File: config.mk
export PLATFORM = sky130hd
export DESIGN_NAME = jedro_1_ifu_prefetch
export DESIGN_NICKNAME = d
export VERILOG_FILES = /design/src/rtl/jedro_1_ifu_prefetch.sv
export SDC_FILE = /design/constraint.sdc
export NUM_CORES = 1
export LEC_CHECK = 0
export CORE_ASPECT_RATIO = 1.25
export CORE_UTILIZATION = 45
export CTS_BUF_LIST = sky130_fd_sc_hd__clkbuf_8
export DETAILED_ROUTE_END_ITERATION = 8
export PLACE_DENSITY = 0.72
export SLEW_MARGIN = 5
export SYNTH_ARGS = -nofsm -noshare
export SYNTH_HDL_FRONTEND = slang
export SYNTH_SLANG_ARGS = --single-unit
File: constraint.sdc
create_clock -name clk_i -period 7.8 [get_ports clk_i]
set_clock_uncertainty 0.05 [all_clocks]
set_input_delay 1.95 -clock clk_i [delete_from_list [all_inputs] [get_ports clk_i]]
set_output_delay 1.95 -clock clk_i [all_outputs]
set_load 0.02 [all_outputs]
File: src/rtl/jedro_1_ifu_prefetch.sv
// Instruction fetch unit: prefetch FIFO, multiple outstanding in-order reads, jump flush/discard.
// Optional macro JEDRO_1_IFU_MISALIGN_EXC_EN adds misaligned_o and stalls fetch on unaligned jumps.
module jedro_1_ifu_prefetch #(
    parameter int unsigned DATA_WIDTH      = 32,
    parameter int unsigned ADDR_WIDTH      = 32,
    parameter int unsigned FIFO_DEPTH      = 4,
    parameter int unsigned MAX_OUTSTANDING = 2,
    parameter logic [ADDR_WIDTH-1:0] BOOT_ADDR = '0
) (
    input  logic                  clk_i,
    input  logic                  rst_i,
    input  logic                  decoder_ready_i,
    input  logic                  jmp_instr_i,
    input  logic [ADDR_WIDTH-1:0] jmp_addr_i,
`ifdef JEDRO_1_IFU_MISALIGN_EXC_EN
    output logic                  misaligned_o,
`endif
    output logic [DATA_WIDTH-1:0] instr_o,
    output logic [ADDR_WIDTH-1:0] instr_addr_o,
    output logic                  instr_valid_o,
    output logic                  mem_req_o,
    output logic [ADDR_WIDTH-1:0] mem_addr_o,
    input  logic                  mem_gnt_i,
    input  logic                  mem_rvalid_i,
    input  logic [DATA_WIDTH-1:0] mem_rdata_i
);
    localparam int unsigned PTR_W = $clog2(FIFO_DEPTH);
    localparam int unsigned CNT_W = $clog2(FIFO_DEPTH + 1);
    localparam int unsigned OUT_W = $clog2(MAX_OUTSTANDING + 1);
    localparam logic [ADDR_WIDTH-1:0] STEP_A     = ADDR_WIDTH'(DATA_WIDTH / 8);
    localparam logic [ADDR_WIDTH-1:0] ALIGN_MASK = ~(STEP_A - 1'b1);

    logic [ADDR_WIDTH-1:0] pc_q, pc_d;
    logic [ADDR_WIDTH-1:0] rsp_pc_q, rsp_pc_d;
    logic [OUT_W-1:0]      out_q, out_d;
    logic [OUT_W-1:0]      disc_q, disc_d;
    logic [CNT_W-1:0]      cnt_q, cnt_d;
    logic [PTR_W-1:0]      rd_ptr_q, rd_ptr_d;
    logic [PTR_W-1:0]      wr_ptr_q, wr_ptr_d;
    logic [FIFO_DEPTH-1:0][DATA_WIDTH-1:0] data_q, data_d;
    logic [FIFO_DEPTH-1:0][ADDR_WIDTH-1:0] addr_q, addr_d;

    logic [ADDR_WIDTH-1:0] jmp_tgt;
    logic fetch_hold;
    logic issue_ok, issue, push, pop, drop, valid;

    assign jmp_tgt = jmp_addr_i & ALIGN_MASK;

`ifdef JEDRO_1_IFU_MISALIGN_EXC_EN
    logic mis_q, mis_d;

    always_comb begin
        mis_d = mis_q;
        if (jmp_instr_i) mis_d = |(jmp_addr_i & ~ALIGN_MASK);
    end

    always_ff @(posedge clk_i) begin
        if (rst_i) mis_q <= 1'b0;
        else       mis_q <= mis_d;
    end

    assign fetch_hold   = mis_q;
    assign misaligned_o = mis_q;
`else
    assign fetch_hold = 1'b0;
`endif

    // Fetch budget counts in-flight reads so every response always has a FIFO slot.
    assign issue_ok  = ((32'(cnt_q) + 32'(out_q)) < FIFO_DEPTH) && (32'(out_q) < MAX_OUTSTANDING);
    assign mem_req_o = !rst_i && !jmp_instr_i && !fetch_hold && issue_ok;
    assign mem_addr_o = pc_q;
    assign issue = mem_req_o && mem_gnt_i;

    assign valid = (cnt_q != '0);
    assign pop   = valid && decoder_ready_i && !jmp_instr_i;
    assign drop  = mem_rvalid_i && (disc_q != '0);
    assign push  = mem_rvalid_i && (disc_q == '0) && !jmp_instr_i;

    always_comb begin
        pc_d     = pc_q;
        rsp_pc_d = rsp_pc_q;
        out_d    = out_q + OUT_W'(issue) - OUT_W'(mem_rvalid_i);
        disc_d   = disc_q;
        cnt_d    = cnt_q + CNT_W'(push) - CNT_W'(pop);
        rd_ptr_d = rd_ptr_q + PTR_W'(pop);
        wr_ptr_d = wr_ptr_q + PTR_W'(push);
        data_d   = data_q;
        addr_d   = addr_q;

        if (issue) pc_d = pc_q + STEP_A;
        if (drop)  disc_d = disc_q - 1'b1;
        if (push) begin
            data_d[wr_ptr_q] = mem_rdata_i;
            addr_d[wr_ptr_q] = rsp_pc_q;
            rsp_pc_d         = rsp_pc_q + STEP_A;
        end

        // Everything still in flight after this cycle belongs to the old stream.
        if (jmp_instr_i) begin
            pc_d     = jmp_tgt;
            rsp_pc_d = jmp_tgt;
            disc_d   = out_d;
            cnt_d    = '0;
            rd_ptr_d = '0;
            wr_ptr_d = '0;
        end
    end

    always_ff @(posedge clk_i) begin
        if (rst_i) begin
            pc_q     <= BOOT_ADDR;
            rsp_pc_q <= BOOT_ADDR;
            out_q    <= '0;
            disc_q   <= '0;
            cnt_q    <= '0;
            rd_ptr_q <= '0;
            wr_ptr_q <= '0;
        end else begin
            pc_q     <= pc_d;
            rsp_pc_q <= rsp_pc_d;
            out_q    <= out_d;
            disc_q   <= disc_d;
            cnt_q    <= cnt_d;
            rd_ptr_q <= rd_ptr_d;
            wr_ptr_q <= wr_ptr_d;
        end
    end

    always_ff @(posedge clk_i) begin
        data_q <= data_d;
        addr_q <= addr_d;
    end

    assign instr_valid_o = valid;
    assign instr_o       = valid ? data_q[rd_ptr_q] : '0;
    assign instr_addr_o  = valid ? addr_q[rd_ptr_q] : '0;

endmodule
# ---- Word-level counts from Yosys, hierarchy flattened
# Cells that the tools add are included.
dict set report totals {
  ff_bits 331
  latchBits 0
  ram_bits 0
  mem_bits_ro 0
  in_bits 70
  out_inout_bits 98
  wordCells 67
  memories 0
}
dict set report classes {
  n_addsub 10
  multipliers 0
  n_div 0
  n_lt_le_gt_ge 5
  eq_ne 0
  shifts 0
  n_mux 16
  n_bitwise 0
  reduce_logical 19
}
# op count
set op_table {}
lappend op_table {{32-bit 2-to-1 mux} 9}
lappend op_table {{128-bit bitwise mux} 2}
lappend op_table {{32-bit binary-select mux with 2-bit select} 2}
lappend op_table {{32-bit by 3-bit adder with 32-bit output (second input constant)} 2}
lappend op_table {{32-bit demux with 2-bit select} 1}
lappend op_table {{1-bit logical AND} 10}
lappend op_table {{2-bit nonzero test} 4}
lappend op_table {{2-bit by 1-bit adder with 2-bit output} 3}
lappend op_table {{2-bit by 3-bit < comparator with 1-bit output (second input constant)} 2}
lappend op_table {{3-bit by 2-bit adder with 4-bit output} 1}
lappend op_table {{4-bit by 3-bit < comparator with 1-bit output (second input constant)} 1}
lappend op_table {{2-bit 2-to-1 mux} 2}
lappend op_table {{3-bit by 1-bit adder with 3-bit output} 1}
lappend op_table {{3-bit nonzero test} 1}
lappend op_table {{3-bit by 1-bit subtractor with 3-bit output} 1}
lappend op_table {{2-bit by 1-bit >= comparator with 1-bit output (second input constant)} 1}
lappend op_table {{1-bit zero test} 2}
lappend op_table {{2-bit zero test} 1}
lappend op_table {{2-bit < comparator (second input constant)} 1}
lappend op_table {{2-bit OR reduction} 1}
lappend op_table {{2-bit by 1-bit subtractor with 2-bit output} 1}
lappend op_table {{2-bit by 1-bit subtractor with 2-bit output (second input constant)} 1}

# ---- Longest topological paths before layout
# Gate-level depths: netlist (run 1).
dict set report logic_depth {
  ltp_word 8
  ltp_mapped 13
  ltp_nobuf 12
}

# ---- Worst setup path after synthesis (run 1)
# Ideal clock, no wire load.
dict set report synth_timing {
  path_type {input to register}
  start {in jmp_instr_i}
  end {reg addr_q[10] (netlist bit), enable pin}
  t_arrival_ps 6651
  slack_ps 541
  cell_stages 4
  path_cell_list {buf_6 nor2_1 inv_1 nor3_1}
}
dict set report synth_via {
  elab_chain_len 2
}
# item line_no
set synth_rtl {}
lappend synth_rtl {{start: declaration} 13} ;# input logic jmp_instr_i,
lappend synth_rtl {{1-bit zero test} 77} ;# assign push = mem_rvalid_i && (disc_q == '0) && !jmp_instr_i;
lappend synth_rtl {{1-bit logical AND} 77}
lappend synth_rtl {{end signal: assignment} 131} ;# addr_q <= addr_d;
lappend synth_rtl {{end: declaration} 41} ;# logic [FIFO_DEPTH-1:0][ADDR_WIDTH-1:0] addr_q, addr_d;
# Every way passes these cells.
# A chain may end at the register's enable or synchronous reset.

# ---- Worst setup path in the final report (run 1)
dict set report layout_timing {
  start {in jmp_instr_i}
  end {out mem_req_o}
}
dict set report layout_via {
  elab_chain_len 3
}
# item line_no
set layout_rtl {}
lappend layout_rtl {{1-bit zero test} 70} ;# assign mem_req_o = !rst_i && !jmp_instr_i && !fetch_hold && issue_ok;
lappend layout_rtl {{1-bit logical AND (2 in a row)} 70}
lappend layout_rtl {{end: declaration} 21} ;# output logic mem_req_o,
# Every way passes these cells.

==> impl_results.md, run 1 <==
* Worst-Margin Slew at between 1 and 1.5 ns
* Synth unique cells at 60
* Die Ht at 194 um
* Avg Vias per Cell at 5.46
* Max Clk Rate at 173 MHz
* Die ar. at 30200 um2
* Initial DRC Count at a little over 500
* PD cells at 220 nW/um2
* Synth Area in XOR/XNOR at 0.0251
* Row cnt at 69
* Slew HR at 0.296
* Post-cts resize count at 0
* Final Hold Viols at 0
* Vias in the first global route at 8348
* Synthesized flop and latch total at 319
* CTS tree: yes
* CTS buffer count at 47
* Total core area at 28700 um2
* Fill count at 2351
* Outcome: completed
* Worst Path Arrival at 3.79 ns
* Via count at 8110
* Worst skew pair latency at between 0.5 and 0.6 ns
* Final instance area at 16200 um2
* Synth async-reset ratio at 0
* Placement Setup Slack at 2.04 ns
* RSZ-0062 raised after global routing: no
* Met3 WL at 1660 um
* I/O Buffers at between 150 and 200
* Commonest non-fill, non-tap cell in the layout: edfxtp_1
* GRT Overall Usage at 0.188
* Layout Cells excl Fill at 1486
* Average wire per standard cell at 18.7 um
* Layout area overhead at 22.2%
* Initial antenna violation count at 0
* Root buf cell: clkbuf_8
* Setup crit end: mem_req_o
* Global-route wire length before repair at approximately 44000 um
* I/O pin total at 168
* Crit Path Max Fanout at 10
* Mapped cell area at 13300 um2
* Most frequent cells in the layout: edfxtp_1 (248), clkdlybuf4s50_1 (160), dfxtp_1 (69)
* Hold WC Path Type: register to register
* DR top layer: met4
* Crit path launch type: input port
* Largest cells by area after synthesis: edfxtp_1 (56%), dfxtp_1 (11%), mux4_2 (11%)
* Clock sink count at about 320
* Final min period at between 5 and 6 ns
* Cells after DPL at 1399
* Max rail drop VDD at 0.000119 V
* Critical path class: input port to output pin
* CTS HTree Levels at 2
* Register area share after synthesis at 0.668
* Hold-fix buffers, CTS at 0
* Metal2 WL at 13600 um
* Metal1 wirelength at 11900 um
* Final ANT Viol Nets at 0
* Leak at 5.19 nW
* Mux contribution to synthesized area at 0.108
* Ys Warns at 0
* Ant. Diodes at 0
* Top-area cell type share of the netlist area at 0.561
* Post-DP HPWL at about 17000 um
* Simple-Gate Fraction of Synth Area at 0.117
* R2R setup slack at 4.74 ns
* Final Wtd Congestion at 0.903
* DR pass1 iterations at 4
* EDFF count, synth at about 250
* Avg Cell Area, Syn at 15.0 um2
* Worst r2r dst: addr_q[117]
* CTS clock-pin slew for the worst setup and hold paths at 0.06 ns
* Initial Utilization at 0.462
* R2R depth at 6
* Total setup buffers inserted after CTS at 0
* DP Area at 15300 um2
* # setup viols final at 0
* Post-synth top area cell: edfxtp_1
* Residual DRC at 0
* Maximum clock insertion buffer count at 3
* Layout Nets at 1139
* Share of cells above drive strength 1 at 0.145
* Synth Flop Type: edfxtp_1
* Worst r2r src: disc_q[0]
* CP Capture Type: output pin
* Crit path launch: jmp_instr_i
* Pin count of the biggest net entering global routing at 64
* Synth Area in Compound Gates at 0.0492
* Final wirelength at between 20000 and 30000 um
* Final TNS setup at 0 ns
* Critical Path RT at 5.80 ns
* Period utilisation layout at 0.742
* Final WS setup at 2.01 ns
* Grt ovf at 0
* Max Transition Viols Final at 0
* Max Cap Viol at 0
* Post-synthesis instance total at 882
* Largest family of logic cells by synthesized area: simple AND/OR/NAND/NOR gates
* Final design utilization at 0.564
* Die X at ~160 um
* Synth Area in Adders at 0.0109
critical path, stage by stage:
cell and delay, ns:
clkdlybuf4s50_1 0.44, or2_2 0.45, nor3_1 0.29, clkdlybuf4s50_1 0.66
where the power goes:
group          switching [W]  internal [W]  total [W]
sequential         0.0000475       0.00189    0.00194
combinational       0.000162      0.000147   0.000309
clock               0.000617      0.000695    0.00131
cell families (layout without fill, tap and decap cells):
| family | Yosys count | count (layout) |
|---|---|---|
| XOR/XNOR | 38 | 38 |
| other | 1 | 4 |
| AO/OA/AOI/OAI | 100 | 100 |
| flip-flops | 319 | 319 |
| multiplexers | 65 | 65 |
| buffers and inverters | 66 | 277 |
| AND/OR/NAND/NOR | 282 | 282 |
| adder cells (fa/ha/maj) | 11 | 11 |
routing by layer:
layer	track usage	vias up
met3	0.0306	52
met4	0.0606	0
met5	0	-
met2	0.314	316
li1	-	3748
met1	0.251	3994
worst min path at each step:
stage	startpoint	slack [ns]	endpoint	depth (start not counted)
floorplan	rsp_pc_q[31]	0.43	addr_q[127]	0
global placement	mem_addr_o[3]	0.46	mem_addr_o[3]	2
detailed placement	mem_addr_o[3]	0.47	mem_addr_o[3]	2
CTS	mem_addr_o[3]	0.48	mem_addr_o[3]	2
global route	mem_addr_o[3]	0.51	mem_addr_o[3]	2
finish	mem_addr_o[3]	0.48	mem_addr_o[3]	2
cells in the mapped netlist (all sizes together), types with 7 or more instances:
library cell,count
edfxtp,248
dfxtp,71
nor2b,64
mux4,62
nand2,55
nor2,41
clkbuf,33
nand3,27
nand4,26
xnor2,23
a21oi,22
a31oi,17
o21ai,17
buf,16
inv,16
xor2,15
and3,12
nor3,12
or3,11
ha,10
a211oi,9
a21boi,8
and2,8
and4,7
nor4,7
o211ai,7
layout make-up:
cell class,instances,area (um2),share of cell area
clock buffers,53,729,0.0450
clock inverters,34,206,0.0127
inverters,17,63.8,0.00394
multi-input cells,500,4160,0.256
flip-flops and latches,319,8870,0.547
well taps,390,488,0.0301
repair buffers,173,1700,0.105
sequential cells by signal, indices dropped and copies added (netlist names):
register    flops
addr_q        120
wr_ptr_q        2
rsp_pc_q       30
out_q           2
mem_addr_o     30
data_q        128
cnt_q           3
disc_q          2
rd_ptr_q        2
stage by stage:
stage / total power (W) / hold WS [ns]
floorplan: 0.00214 / 0.431
global placement: 0.00228 / 0.455
detailed placement: 0.00228 / 0.468
CTS: 0.00360 / 0.480
global route: 0.00370 / 0.511
finish: 0.00356 / 0.481
Power figures use the tool's default switching activity.
==> inputs of run 2 (changes only) <==
Clock period 7.8 ns to 5.6 ns, I/O delays scaled along.
==> run 2 against run 1 <==
Cell count barely moved. Register-to-register slack worse by 2.1 ns. Global-route usage down 0.35 points. Critical path type unchanged. Critical endpoint unchanged. Largest cell class unchanged.
==> impl_results.md, run 2 (synthesis gave the netlist of run 1 again) <==
* Die X at 156 um (unchanged)
* Leak at 5.18 nW (-0.19%)
* Worst hold margin at 0.487 ns (+0.00591 ns)
* Final wirelength at 27400 um (-1.6%)
* Crit path launch type: input port
* Hold-fix buffers, CTS at 0 (unchanged)
* Clock sink count at 319 (unchanged)
* Max Transition Viols Final at 0 (unchanged)
* Die ar. at 30200 um2 (unchanged)
* Avg Vias per Cell at 5.42 (-0.70%)
* Pin count of the biggest net entering global routing at 64 (unchanged)
* Slew HR at 0.370 (+0.0739)
* Largest reg by FF count: data_q
* PD cells at 296 nW/um2 (+35%)
* Share of cells above drive strength 1 at 0.139 (-0.00651)
* Cells after DPL at 1401 (+0.14%)
* R2R depth at 11 (+5)
* Average wire per standard cell at 18.4 um (-1.7%)
* CP Capture Type: output pin
* I/O pin total at 168 (unchanged)
* Total setup buffers inserted after CTS at 0 (unchanged)
* Critical path class: input port to output pin
* Most frequent cells in the layout: edfxtp_1 (248), clkdlybuf4s50_1 (160), dfxtp_1 (69)
* Post-DP HPWL at 16800 um (-2.2%)
* Worst Path Arrival at 3.04 ns (-0.75 ns)
* Final Hold Viols at 0 (unchanged)
* Layout area overhead at 22.0%
* Via count at 8059 (-0.63%)
* CTS buffer count at 48 (+2.1%)
* Layout Cells excl Fill at 1487 (+0.067%)
* Initial DRC Count at 610 (+19%)
* Vias in the first global route at 8064 (-3.4%)
* Worst-Margin Slew at 0.946 ns (-0.111 ns)
* Residual DRC at 0 (unchanged)
* Initial Utilization at 0.462 (unchanged)
* Max reg flops at 128 (unchanged)
* Worst r2r src: cnt_q[1]
* Fill count at 2302 (-2.1%)
* Layout Nets at 1142 (+0.26%)
* Final TNS setup at 0 ns (unchanged)
* Root buf cell: clkbuf_8
* Row cnt at 69 (unchanged)
* Final min period at 4.49 ns
* CTS HTree Levels at 2 (unchanged)
* DR pass1 iterations at 7 (+3)
* Ant. Diodes at 0 (unchanged)
* RSZ-0062 raised after global routing: no
* Grt ovf at 0 (unchanged)
* Worst skew pair latency at 0.54 ns (about the same)
* Total core area at 28700 um2 (unchanged)
* Hold WC Path Type: register to register
* Initial antenna violation count at 0 (unchanged)
* Max Cap Viol at 0 (unchanged)
* Die Ht at 194 um (unchanged)
* CTS clock-pin slew for the worst setup and hold paths at 0.06 ns (about the same)
* Outcome: completed
* Largest regs: data_q x128, addr_q x120
* CTS tree: yes
* I/O Buffers at 161 (unchanged)
* Period utilisation layout at 0.802
* Max rail drop VDD at 0.000151 V (+27%)
* Maximum clock insertion buffer count at 3 (unchanged)
* Setup crit end: mem_req_o
* Final Wtd Congestion at 0.887 (-1.7%)
* GRT Overall Usage at 0.185 (-0.00350)
* Max Clk Rate at 223 MHz
* Global-route wire length before repair at 43400 um (-2.2%)
* Commonest non-fill, non-tap cell in the layout: edfxtp_1
* Critical Path RT at 4.15 ns (-1.65 ns)
* # setup viols final at 0 (unchanged)
* Post-cts resize count at 0 (unchanged)
* R2R setup slack at 2.66 ns (-2.08 ns)
* Worst r2r dst: cnt_q[2]
* Crit Path Max Fanout at 2 (-8)
* Crit path launch: jmp_instr_i
* Final ANT Viol Nets at 0 (unchanged)
run 2: cell types whose count changed in the layout (fill, tap and decap cells not counted), moves of 2 or more:
cell       before  now
clkinv_2        7    5
clkbuf_8       53   50
clkinv_1       10   12
bufinv_16       2    0
buf_4          12   10
buf_12          0    4
inv_1          27   33
run 2: routing by layer:
metal	up-vias	track usage	wire, um
met1	3965	0.250	11600
met4	0	0.0581	581
met2	299	0.302	13400
li1	3758	-	-
met5	-	0	0
met3	37	0.0340	1750
run 2: worst min path at each step:
stage                             start       endpoint  depth (start not counted)
after detailed placement  mem_addr_o[3]  mem_addr_o[3]                          2
after CTS                 mem_addr_o[3]  mem_addr_o[3]                          2
final                     mem_addr_o[3]  mem_addr_o[3]                          2
after global placement    mem_addr_o[3]  mem_addr_o[3]                          2
after floorplan            rsp_pc_q[31]    addr_q[127]                          0
after global routing       rsp_pc_q[14]     addr_q[78]                          0
run 2: stage by stage:
stage,util,setup WS [ns],instance area [um2],power [W]
floorplan,-,0.631,13300,0.00298
global placement,0.534,1.13,15300,0.00317
detailed placement,0.534,1.11,15300,0.00318
CTS,0.563,1.10,16200,0.00485
global route,0.563,1.03,16200,0.00499
finish,0.563,1.11,16200,0.00480
run 2: area by class of cell:
cell class                      count  area (um2)  area share
Clock buffer                       50         688      0.0425
Clock inverter                     36         150     0.00928
Inverter                           17        63.8     0.00394
Multi-Input combinational cell    500        4160       0.257
Sequential cell                   319        8870       0.548
Tap cell                          390         488      0.0301
Timing Repair Buffer              175        1760       0.109
run 2: where the power goes:
group	total [W]	switching [W]	internal, W
combinational	0.000433	0.000225	0.000209
sequential	0.00270	0.0000654	0.00263
clock	0.00167	0.000839	0.000827
total	0.00480	0.00113	0.00367
run 2: critical path, cell delays in order:
cell	delay, ns
clkdlybuf4s50_1	0.41
or2_2	0.32
nor3_1	0.26
clkdlybuf4s50_1	0.65
==> inputs of run 3 (changes only) <==
Clock period 5.6 ns to 4.28 ns, I/O delays scaled along.
==> run 3 against run 2 <==
Via count increased by 1.9%. Sequential share of layout area decreased by 0.49 points. Critical endpoint is now instr_o[26]. Combinational power increased by 32%. Worst hold slack got worse by 0.0081 ns. Highest routed layer unchanged.
==> impl_results.md, run 3 (synthesis gave the netlist of run 1 again) <==
* Largest reg by FF count: data_q
* I/O pin total at 168 (unchanged)
* Vias in the first global route at 8249 (+2.3%)
* CTS clock-pin slew for the worst setup and hold paths at 0.06 ns (about the same)
* DP Area at 15500 um2 (+0.71%)
* CP delay by family, top: buffers and inverters
* Final design utilization at 0.568 (+0.00522)
* Final min period at 3.84 ns
* Maximum clock insertion buffer count at 3 (unchanged)
* Die ar. at 30200 um2 (unchanged)
* GR met2 Demand/Resource at 0.316 (+0.0136)
* # setup viols final at 0 (unchanged)
* Layout Nets at 1149 (+0.61%)
* Final Hold Viols at 0 (unchanged)
* Clock sink count at 319 (unchanged)
* Global-route wire length before repair at 44500 um (+2.3%)
* Outcome: completed
* CTS buffer count at 48 (unchanged)
* Total setup buffers inserted after CTS at 0 (unchanged)
* CTS HTree Levels at 2 (unchanged)
* RSZ-0062 raised after global routing: no
* Max incr delay on CP at 0.61 ns (-0.04 ns)
* Crit Path Max Fanout at 27 (+25)
* Max Clk Rate at around 260 MHz
* Die Ht at 194 um (unchanged)
* Via count at 8210 (+1.9%)
* Total core area at 28700 um2 (unchanged)
* GRT Overall Usage at 0.189 (+0.00445)
* Final TNS setup at 0 ns (unchanged)
* Ant. Diodes at 0 (unchanged)
* Initial antenna violation count at 0 (unchanged)
* Worst Path Arrival at 2.72 ns (-0.32 ns)
* Crit path launch type: register
* Residual DRC at 0 (unchanged)
* Max Cap Viol at 0 (unchanged)
* Largest regs: data_q x128, addr_q x120
* Post-cts resize count at 0 (unchanged)
* Max Transition Viols Final at 0 (unchanged)
* R2R setup slack at 1.61 ns (-1.05 ns)
* Avg Vias per Cell at 5.48 (+1.2%)
* Busiest grt layer: met2
* Average wire per standard cell at 18.8 um (+2.0%)
* Post-DP HPWL at 17500 um (+4.5%)
* CP Cell Sequence: buf_12 > mux4_2 > nor2b_1 > clkdlybuf4s50_1
* Initial Utilization at 0.462 (unchanged)
* Max reg flops at 128 (unchanged)
* Initial DRC Count at 600 (-1.6%)
* Share of cells above drive strength 1 at 0.148 (+0.00959)
* M3 GR Usage at 0.0346 (+0.000671)
* Leak at 5.26 nW (+1.4%)
* Critical Path RT at 3.16 ns (-0.99 ns)
* CTS tree: yes
* Most frequent cells in the layout: edfxtp_1 (248), clkdlybuf4s50_1 (160), dfxtp_1 (69)
* Worst skew pair latency at 0.56 ns (+0.02 ns)
* Final instance area at 16300 um2 (+0.93%)
* Buf/Inv on CP at 2 (unchanged)
* I/O Buffers at 161 (unchanged)
* Critical path class: register to output pin
* PD cells at 391 nW/um2 (+32%)
* Hold-fix buffers, CTS at 0 (unchanged)
* Commonest non-fill, non-tap cell in the layout: edfxtp_1
* GR Util met1 at 0.245 (-0.00507)
* Pin count of the biggest net entering global routing at 64 (unchanged)
* Root buf cell: clkbuf_8
* Row cnt at 69 (unchanged)
* Max rail drop VDD at 0.000229 V (+51%)
* Die X at 156 um (unchanged)
* Final wirelength at 28100 um (+2.7%)
* Fill count at 2307 (+0.22%)
* Hold WC Path Type: register to register
* Slew HR at 0.433 (+0.0634)
* Final ANT Viol Nets at 0 (unchanged)
* Final Wtd Congestion at 0.883 (-0.53%)
* Layout area overhead at 23.1%
* Period utilisation layout at 0.897
* DR pass1 iterations at 5 (-2)
* Grt ovf at 0 (unchanged)
* CP max-delay cell: dfxtp_4
* Worst-Margin Slew at 0.844 ns (-0.102 ns)
* CP Capture Type: output pin
-- run 3: cell types whose count changed in the layout (fill, tap and decap cells not counted), sizes merged --
cell,change
bufinv,+1
inv,-1
clkinvlp,+1
clkinv,+2
buf,+7
-- run 3: layer usage --
metal / vias to the layer above / part of all wire
li1: 3787 / -
met1: 4073 / 0.42
met2: 299 / 0.50
met3: 51 / 0.059
met4: 0 / 0.024
met5: - / 0
-- run 3: worst min-delay path: cells and delay by family (launching register included) --
| family | cells | cell delay, ns |
|---|---|---|
| flip-flops | 1 | 0.34 |
| AND/OR/NAND/NOR | 1 | 0.06 |
| AO/OA/AOI/OAI | 1 | 0.07 |
-- run 3: area by class of cell --
cell class | count | area (um2) | share of cell area
multi-input combinational | 500 | 4170 | 0.255
tap | 390 | 488 | 0.0299
inverter | 17 | 63.8 | 0.00391
clock inverter | 39 | 191 | 0.0117
timing repair buffer | 182 | 1860 | 0.114
clock buffer | 50 | 688 | 0.0421
sequential | 319 | 8880 | 0.543
-- run 3: worst paths after layout --
check | endpoint | from | cells past startpoint
hold reg to reg | mem_addr_o[3] | mem_addr_o[3] | 2
setup reg to reg | cnt_q[2] | cnt_q[1] | 11
hold / removal | mem_addr_o[3] | mem_addr_o[3] | 2
setup / recovery | instr_o[26] | rd_ptr_q[0] | 4
-- run 3: stage by stage --
stage / hold slack, ns / total power, W / cells / setup slack [ns]
CTS: 0.481 / 0.00646 / 1497 / 0.328
global route: 0.508 / 0.00664 / 1497 / 0.250
floorplan: 0.431 / 0.00389 / 885 / -0.199
finish: 0.479 / 0.00638 / 1497 / 0.442
detailed placement: 0.469 / 0.00417 / 1408 / 0.470
global placement: 0.456 / 0.00416 / 1408 / 0.462
-- run 3: power by group --
| group | total, W | internal [W] | leakage [nW] | switching, W |
|---|---|---|---|---|
| logic | 0.000573 | 0.000277 | 1.88 | 0.000296 |
| clock network | 0.00228 | 0.00115 | 0.519 | 0.00113 |
| registers | 0.00353 | 0.00344 | 2.85 | 0.0000853 |
